<file path="config.mk">
export PLATFORM = sky130hd
export DESIGN_NAME = hashcore_sweep
export DESIGN_NICKNAME = d
export VERILOG_FILES = /design/src/rtl/hashcore_pkg.sv /design/src/rtl/gn_fifo.sv /design/src/rtl/hashcore_sweep.sv
export SDC_FILE = /design/constraint.sdc
export NUM_CORES = 1
export LEC_CHECK = 0
export CAP_MARGIN = 25
export CORE_AREA = 2 2 326 328
export CTS_CLUSTER_SIZE = 28
export DETAILED_ROUTE_END_ITERATION = 7
export DIE_AREA = 0 0 328 330
export GPL_TIMING_DRIVEN = 1
export HOLD_SLACK_MARGIN = 0.06
export PLACE_DENSITY = 0.59
export SETUP_SLACK_MARGIN = 0.2
export SLEW_MARGIN = 10
export SYNTH_ARGS = -nofsm -noshare
export SYNTH_HDL_FRONTEND = slang
export SYNTH_SLANG_ARGS = --single-unit
</file>
<file path="constraint.sdc">
create_clock -name hash_clk -period 5.15 [get_ports hash_clk]
set_input_delay 1.03 -clock hash_clk [delete_from_list [all_inputs] [get_ports hash_clk]]
set_output_delay 1.03 -clock hash_clk [all_outputs]
set_load 0.1 [all_outputs]
</file>
<file path="src/rtl/hashcore_pkg.sv">
// rtl/hashcore_pkg.sv - shared widths and sweep state encoding for the hash core sweeper
package hashcore_pkg;
  localparam int NONCE_W    = 32;
  localparam int MIDSTATE_W = 256;
  localparam int DATA_W     = 96;

  typedef enum logic [1:0] {
    IDLE,
    RUN,
    DRAIN,
    DONE
  } state_e;
endpackage

</file>
<file path="src/rtl/gn_fifo.sv">
// rtl/gn_fifo.sv - golden-nonce FIFO with registered head and drop-on-full reporting
module gn_fifo #(
  parameter int WIDTH = 32,
  parameter int DEPTH = 4
) (
  input  logic             clk,
  input  logic             rst_n,
  input  logic             push,
  input  logic [WIDTH-1:0] push_data,
  input  logic             pop_ready,
  output logic [WIDTH-1:0] head_data,
  output logic             head_valid,
  output logic             drop
);
  localparam int AW = $clog2(DEPTH);

  logic [WIDTH-1:0] mem_q [DEPTH];
  logic [WIDTH-1:0] mem_d [DEPTH];
  logic [AW-1:0]    rd_ptr_q, rd_ptr_d, wr_ptr_q, wr_ptr_d, rd_ptr_inc;
  logic [AW:0]      count_q, count_d;
  logic [WIDTH-1:0] head_q, head_d;
  logic             full, empty, do_push, do_pop;

  // Next storage, pointers, occupancy and head; a pop frees a slot for a same-cycle push.
  always_comb begin
    full       = (count_q == (AW+1)'(DEPTH));
    empty      = (count_q == '0);
    do_pop     = ~empty & pop_ready;
    do_push    = push & (~full | do_pop);
    drop       = push & full & ~do_pop;
    rd_ptr_inc = rd_ptr_q + AW'(1);
    mem_d      = mem_q;
    wr_ptr_d   = wr_ptr_q;
    rd_ptr_d   = rd_ptr_q;
    if (do_push) begin
      mem_d[wr_ptr_q] = push_data;
      wr_ptr_d        = wr_ptr_q + AW'(1);
    end
    if (do_pop) begin
      rd_ptr_d = rd_ptr_inc;
    end
    count_d = count_q + (AW+1)'(do_push) - (AW+1)'(do_pop);
    head_d  = head_q;
    if (count_d == '0) begin
      head_d = '0;
    end else if (do_pop) begin
      head_d = (count_q == (AW+1)'(1)) ? push_data : mem_q[rd_ptr_inc];
    end else if (empty) begin
      head_d = push_data;
    end
  end

  // FIFO state registers.
  always_ff @(posedge clk or negedge rst_n) begin
    if (!rst_n) begin
      for (int i = 0; i < DEPTH; i++) mem_q[i] <= '0;
      rd_ptr_q <= '0;
      wr_ptr_q <= '0;
      count_q  <= '0;
      head_q   <= '0;
    end else begin
      mem_q    <= mem_d;
      rd_ptr_q <= rd_ptr_d;
      wr_ptr_q <= wr_ptr_d;
      count_q  <= count_d;
      head_q   <= head_d;
    end
  end

  assign head_data  = head_q;
  assign head_valid = ~empty;
endmodule

</file>
<file path="src/rtl/hashcore_sweep.sv">
// rtl/hashcore_sweep.sv - bounded nonce sweep for one hash core with in-flight tracking and golden-nonce FIFO
module hashcore_sweep
  import hashcore_pkg::*;
#(
  parameter int PREFIX_BITS  = 2,
  parameter int PIPE_LATENCY = 65,
  parameter int FIFO_DEPTH   = 4
) (
  input  logic                             hash_clk,
  input  logic                             hash_rst_n,
  input  logic                             work_load,
  input  logic [MIDSTATE_W-1:0]            midstate_in,
  input  logic [DATA_W-1:0]                data_in,
  input  logic [PREFIX_BITS-1:0]           nonce_prefix,
  input  logic [NONCE_W-PREFIX_BITS-1:0]   range_start,
  input  logic [NONCE_W-PREFIX_BITS-1:0]   range_end,
  output logic [MIDSTATE_W-1:0]            midstate,
  output logic [DATA_W-1:0]                data,
  output logic [NONCE_W-1:0]               nonce,
  input  logic                             gn_match,
  output logic                             gn_valid,
  input  logic                             gn_ready,
  output logic [NONCE_W-1:0]               golden_nonce,
  output logic                             busy,
  output logic                             done,
  output logic                             overflow
);
  localparam int CW = NONCE_W - PREFIX_BITS;

  state_e                  state_q, state_d;
  logic [CW-1:0]           cnt_q, cnt_d, tail_q, tail_d, range_end_q, range_end_d;
  logic [PREFIX_BITS-1:0]  prefix_q, prefix_d;
  logic [MIDSTATE_W-1:0]   midstate_q, midstate_d;
  logic [DATA_W-1:0]       data_q, data_d;
  logic [PIPE_LATENCY-1:0] vld_q, vld_d, vld_shift;
  logic                    overflow_q, overflow_d;
  logic                    vld_out, match_push, fifo_drop;

  // The slot leaving the valid shift register is the result the core presents this cycle.
  assign vld_out    = vld_q[PIPE_LATENCY-1];
  assign match_push = gn_match & vld_out;

  // Sweep FSM, counters and valid tracking; a work load overrides everything else.
  always_comb begin
    state_d     = state_q;
    cnt_d       = cnt_q;
    range_end_d = range_end_q;
    prefix_d    = prefix_q;
    midstate_d  = midstate_q;
    data_d      = data_q;
    vld_shift   = (vld_q << 1) | PIPE_LATENCY'(state_q == RUN);
    vld_d       = vld_shift;
    tail_d      = vld_out ? tail_q + CW'(1) : tail_q;
    overflow_d  = overflow_q | fifo_drop;
    case (state_q)
      RUN: begin
        if (cnt_q == range_end_q) state_d = DRAIN;
        else                      cnt_d   = cnt_q + CW'(1);
      end
      DRAIN: begin
        if (vld_shift == '0) state_d = DONE;
      end
      default: ;
    endcase
    if (work_load) begin
      state_d     = RUN;
      cnt_d       = range_start;
      tail_d      = range_start;
      range_end_d = range_end;
      prefix_d    = nonce_prefix;
      midstate_d  = midstate_in;
      data_d      = data_in;
      vld_d       = '0;
      overflow_d  = 1'b0;
    end
  end

  // Sweep state registers.
  always_ff @(posedge hash_clk or negedge hash_rst_n) begin
    if (!hash_rst_n) begin
      state_q     <= IDLE;
      cnt_q       <= '0;
      tail_q      <= '0;
      range_end_q <= '0;
      prefix_q    <= '0;
      midstate_q  <= '0;
      data_q      <= '0;
      vld_q       <= '0;
      overflow_q  <= 1'b0;
    end else begin
      state_q     <= state_d;
      cnt_q       <= cnt_d;
      tail_q      <= tail_d;
      range_end_q <= range_end_d;
      prefix_q    <= prefix_d;
      midstate_q  <= midstate_d;
      data_q      <= data_d;
      vld_q       <= vld_d;
      overflow_q  <= overflow_d;
    end
  end

  gn_fifo #(
    .WIDTH (NONCE_W),
    .DEPTH (FIFO_DEPTH)
  ) u_gn_fifo (
    .clk        (hash_clk),
    .rst_n      (hash_rst_n),
    .push       (match_push),
    .push_data  ({prefix_q, tail_q}),
    .pop_ready  (gn_ready),
    .head_data  (golden_nonce),
    .head_valid (gn_valid),
    .drop       (fifo_drop)
  );

  assign midstate = midstate_q;
  assign data     = data_q;
  assign nonce    = {prefix_q, cnt_q};
  assign busy     = (state_q == RUN) || (state_q == DRAIN);
  assign done     = (state_q == DONE);
  assign overflow = overflow_q;
endmodule

</file>
==> results.cfg <==
[status]
status = completed

[yosys]
netlist_area_um2 = 27670
yosysWarnings = 0
yosysSeqAreaShare_pct = 61.41
avgSynthCellArea_um2 = 14.31
async_flop_share_pct = 100.0
ys_ff_latch = 679
synth_fp_nets = 2364
synth_top_area_share_pct = 61.41
synth_ff_type = dfrtp_1
synth_edf_count = 0
synth_area_leaders = dfrtp_1 61%, mux2_2 20%, mux4_2 2.6%
yosysTopAreaCell = dfrtp_1
ys_types = 53
postSynthCellCount = 1934

[power]
p_sw_share_pct = 40.50
peakVddDrop_uv = 339.7
seqPwrFrac_pct = 34.2
p_leak_uw = 0.01754
power_frac_clock_pct = 31.2
comb_power_share_pct = 34.6
p_switching_uw = 7512
power_density_nw_per_um2 = 448.5
intPower_uw = 11040

[layout]
finalInstanceArea_um2 = 41360
stdcell_count = 4267
area_growth_pct = 49.48
drive_above_1_share_pct = 26.26
fin_nets = 3238

[sta]
tightest_slew_ns = 1.146
period_needed_ns = 3.916
fin_skew_ns = 0.02724
slew-limit-headroom_pct = 23.37
fin_setup_tns_ns = 0
clock.fmax_mhz = 255.4
rsz0062_at_grt = no
slew_viol_final = 0
setup_viol = 0
fin_crit_sh_pct = 76.03
hold_violations = 0

[die]
core_area_um2 = 104700
initial_core_util_pct = 26.43
io_pins = 839
die_h_um = 330
die-area_um2 = 108200
core.rowCount = 119
die_w_um = 328

[critical_path]
cp_num_buf_inv = 2
worstSetupPathType = in -> reg
arrival_ns = 4.47
cpPeakStageDelay_ns = 0.60
r2r_cells = 10
path_cells = clkdlybuf4s50_1 > nor4b_1 > nor2_1 > ha_1 > fa_1 > xnor2_1 > nor3_1 > nor3_2 > buf_4 > nand2_1 > o21ai_0
critPathMaxFanout = 22
timing.rr.end = u_gn_fifo.head_data[23]
r2r_slack_ns = 1.87
cp.required_ns = 5.70
worst_setup_path_start_kind = input pin
endpoint_kind = flop
worstReg2RegStart = u_gn_fifo.count_q[1]
path_delay_family = simple AND/OR/NAND/NOR gates
slowest_stage = clkdlybuf4s50_1

[grt]
grt_antenna_before_repair = 50
grt_overflow = 0
grt_start_max_net_pins = 129
grt_pass1_wl_um = 156600
grt_pass1_vias = 20584
grt_usage_pct = 20.28

[clock_network]
clk_latency_ns = 0.65
cts.repair.resized = 0
cts_hold_buf = 0
clockRootBuffer = clkbuf_16
cts_buffer_depth = 3
path_clk_slew_ns = 0.06
htree_levels = 3
cts_made_buffers = 82
cts_sinks = 679
cts_tree = built
postCtsSetupBuffers = 0

[placement]
finalWeightedCongestion = 0.8432
detailed_place.area_um2 = 38680
dp.cells = 4114
place_hpwl_um = 85370
port_buffers = 838

[drt]
drt_iter0_drc = 1027
antenna_left = 0
wire_per_inst_um = 26.21
routed_wl_um = 111800
vias = 19602
drc = 0
firstDrtPassIters = 5
viasPerCell = 4.594

[worst_hold_path]
hold_path_class = in -> async

[job]
maxCapViolCount = 0
[worst reg2reg max path: cells and delay by family (launching register included)]
family / cells / cell delay (ns)
and+or+nand+nor: 5 / 1.39
adders and majority gates: 2 / 0.64
DFF: 1 / 0.45
buffers and inverters: 1 / 0.42
xor gates and xnor gates: 1 / 0.21
AOI/OAI and AO/OA: 1 / 0.08
[cells by family after synthesis]
group	after synthesis	share of synthesized area, %
XOR/XNOR	75	2.374
AO/OA/AOI/OAI	133	3.066
buffers and inverters	137	1.967
adder cells (fa/ha/maj)	11	0.5246
flip-flops	679	61.41
AND/OR/NAND/NOR	329	6.327
multiplexers	570	24.33
[power by group through the flow]
stage / clock [µW] / combinational [µW] / sequential (µW)
floorplan: 0 / 1300 / 9280
global placement: 0 / 6250 / 6420
detailed placement: 0 / 6450 / 6430
CTS: 5960 / 6470 / 6350
global route: 6150 / 6650 / 6410
finish: 5780 / 6420 / 6350
[metrics by stage]
| step | utilization, % | hold slack (ns) | setup WS, ns | total power (µW) |
|---|---|---|---|---|
| after floorplan | - | 0.4446 | 1.725 | 10580 |
| after global placement | 36.00 | 0.4566 | 0.6652 | 12680 |
| after detailed placement | 36.95 | 0.4649 | 0.5223 | 12880 |
| after CTS | 39.46 | 0.3895 | 1.251 | 18780 |
| after global routing | 39.50 | 0.4440 | 0.9563 | 19220 |
| final | 39.51 | 0.3975 | 1.234 | 18550 |
[synthesized netlist by cell type, types with 3 or more instances]
| cell type | count |
|---|---|
| and4b_1 | 3 |
| buf_1 | 4 |
| a211oi_1 | 11 |
| and3_1 | 9 |
| o21ai_0 | 55 |
| nand2_1 | 80 |
| nand4_1 | 13 |
| a21boi_0 | 13 |
| mux2_2 | 500 |
| and4_1 | 13 |
| mux2i_1 | 38 |
| o31ai_1 | 6 |
| dfrtp_1 | 679 |
| a211o_1 | 3 |
| mux4_2 | 32 |
| nor2b_1 | 65 |
| nor3_1 | 21 |
| nand3_1 | 24 |
| xor2_1 | 42 |
| xnor2_1 | 33 |
| inv_1 | 22 |
| clkbuf_2 | 3 |
| nor4_1 | 35 |
| ha_1 | 10 |
| clkbuf_1 | 89 |
| o31a_1 | 3 |
| nor2_1 | 43 |
| nand2b_1 | 14 |
| a21oi_1 | 21 |
| buf_2 | 18 |
| a2111oi_2 | 3 |
[state kept, by name, summed over array words and instances, names as in the netlist, 2 cells and up]
register and flops:
cnt_q 30, data 96, midstate 256, prefix_q 2, range_end_q 30, state_q 2, tail_q 30, u_gn_fifo.count_q 3
u_gn_fifo.head_data 32, u_gn_fifo.mem_q 128, u_gn_fifo.rd_ptr_q 2, u_gn_fifo.wr_ptr_q 2, vld_q 65
[how the worst max path moves through the flow]
stage	startpoint	end	slack (ns)	cells past startpoint
floorplan	gn_ready	u_gn_fifo.head_data[30]	1.73	11
global placement	gn_ready	u_gn_fifo.head_data[22]	0.67	11
detailed placement	gn_ready	u_gn_fifo.head_data[24]	0.52	11
CTS	gn_ready	u_gn_fifo.head_data[23]	1.25	11
global route	gn_ready	u_gn_fifo.head_data[24]	0.96	11
finish	gn_ready	u_gn_fifo.head_data[23]	1.23	11
[layer usage]
layer,global-route usage [%],routed length [µm],up-vias
li1,-,-,8631
met1,26.53,47430,9999
met2,30.72,50210,773
met3,8.323,11290,183
met4,5.874,2808,16
met5,0,93,-
[cell usage in the layout, fill, tap and decap left out, types with 12 or more instances in the layout]
master and instances:
clkdlybuf4s50_1 814, dfrtp_1 678, mux2_2 500, clkbuf_16 85, nand2_1 80, nor2b_1 65, o21ai_0 55, nor2_1 43
xor2_1 42, buf_4 40, mux2i_1 38, buf_16 37, nor4_1 35, xnor2_1 33, mux4_2 32, nand3_1 24
clkbuf_1 24, inv_1 21, a21oi_1 21, nor3_1 20, nand2b_1 14, and4_1 13, a21boi_0 13, nand4_1 13
buf_12 12
[area by class of cell]
cell class / count / area, µm²
inverter: 22 / 82.58
sequential: 679 / 16990
antenna: 9 / 22.52
fill: 9802 / 63310
clock buffer: 119 / 2355
timing repair buffer: 905 / 9737
clock inverter: 24 / 276.5
multi-input combinational: 1118 / 10150
tap: 1391 / 1740
No activity file was read; power rests on OpenSTA's default activity.
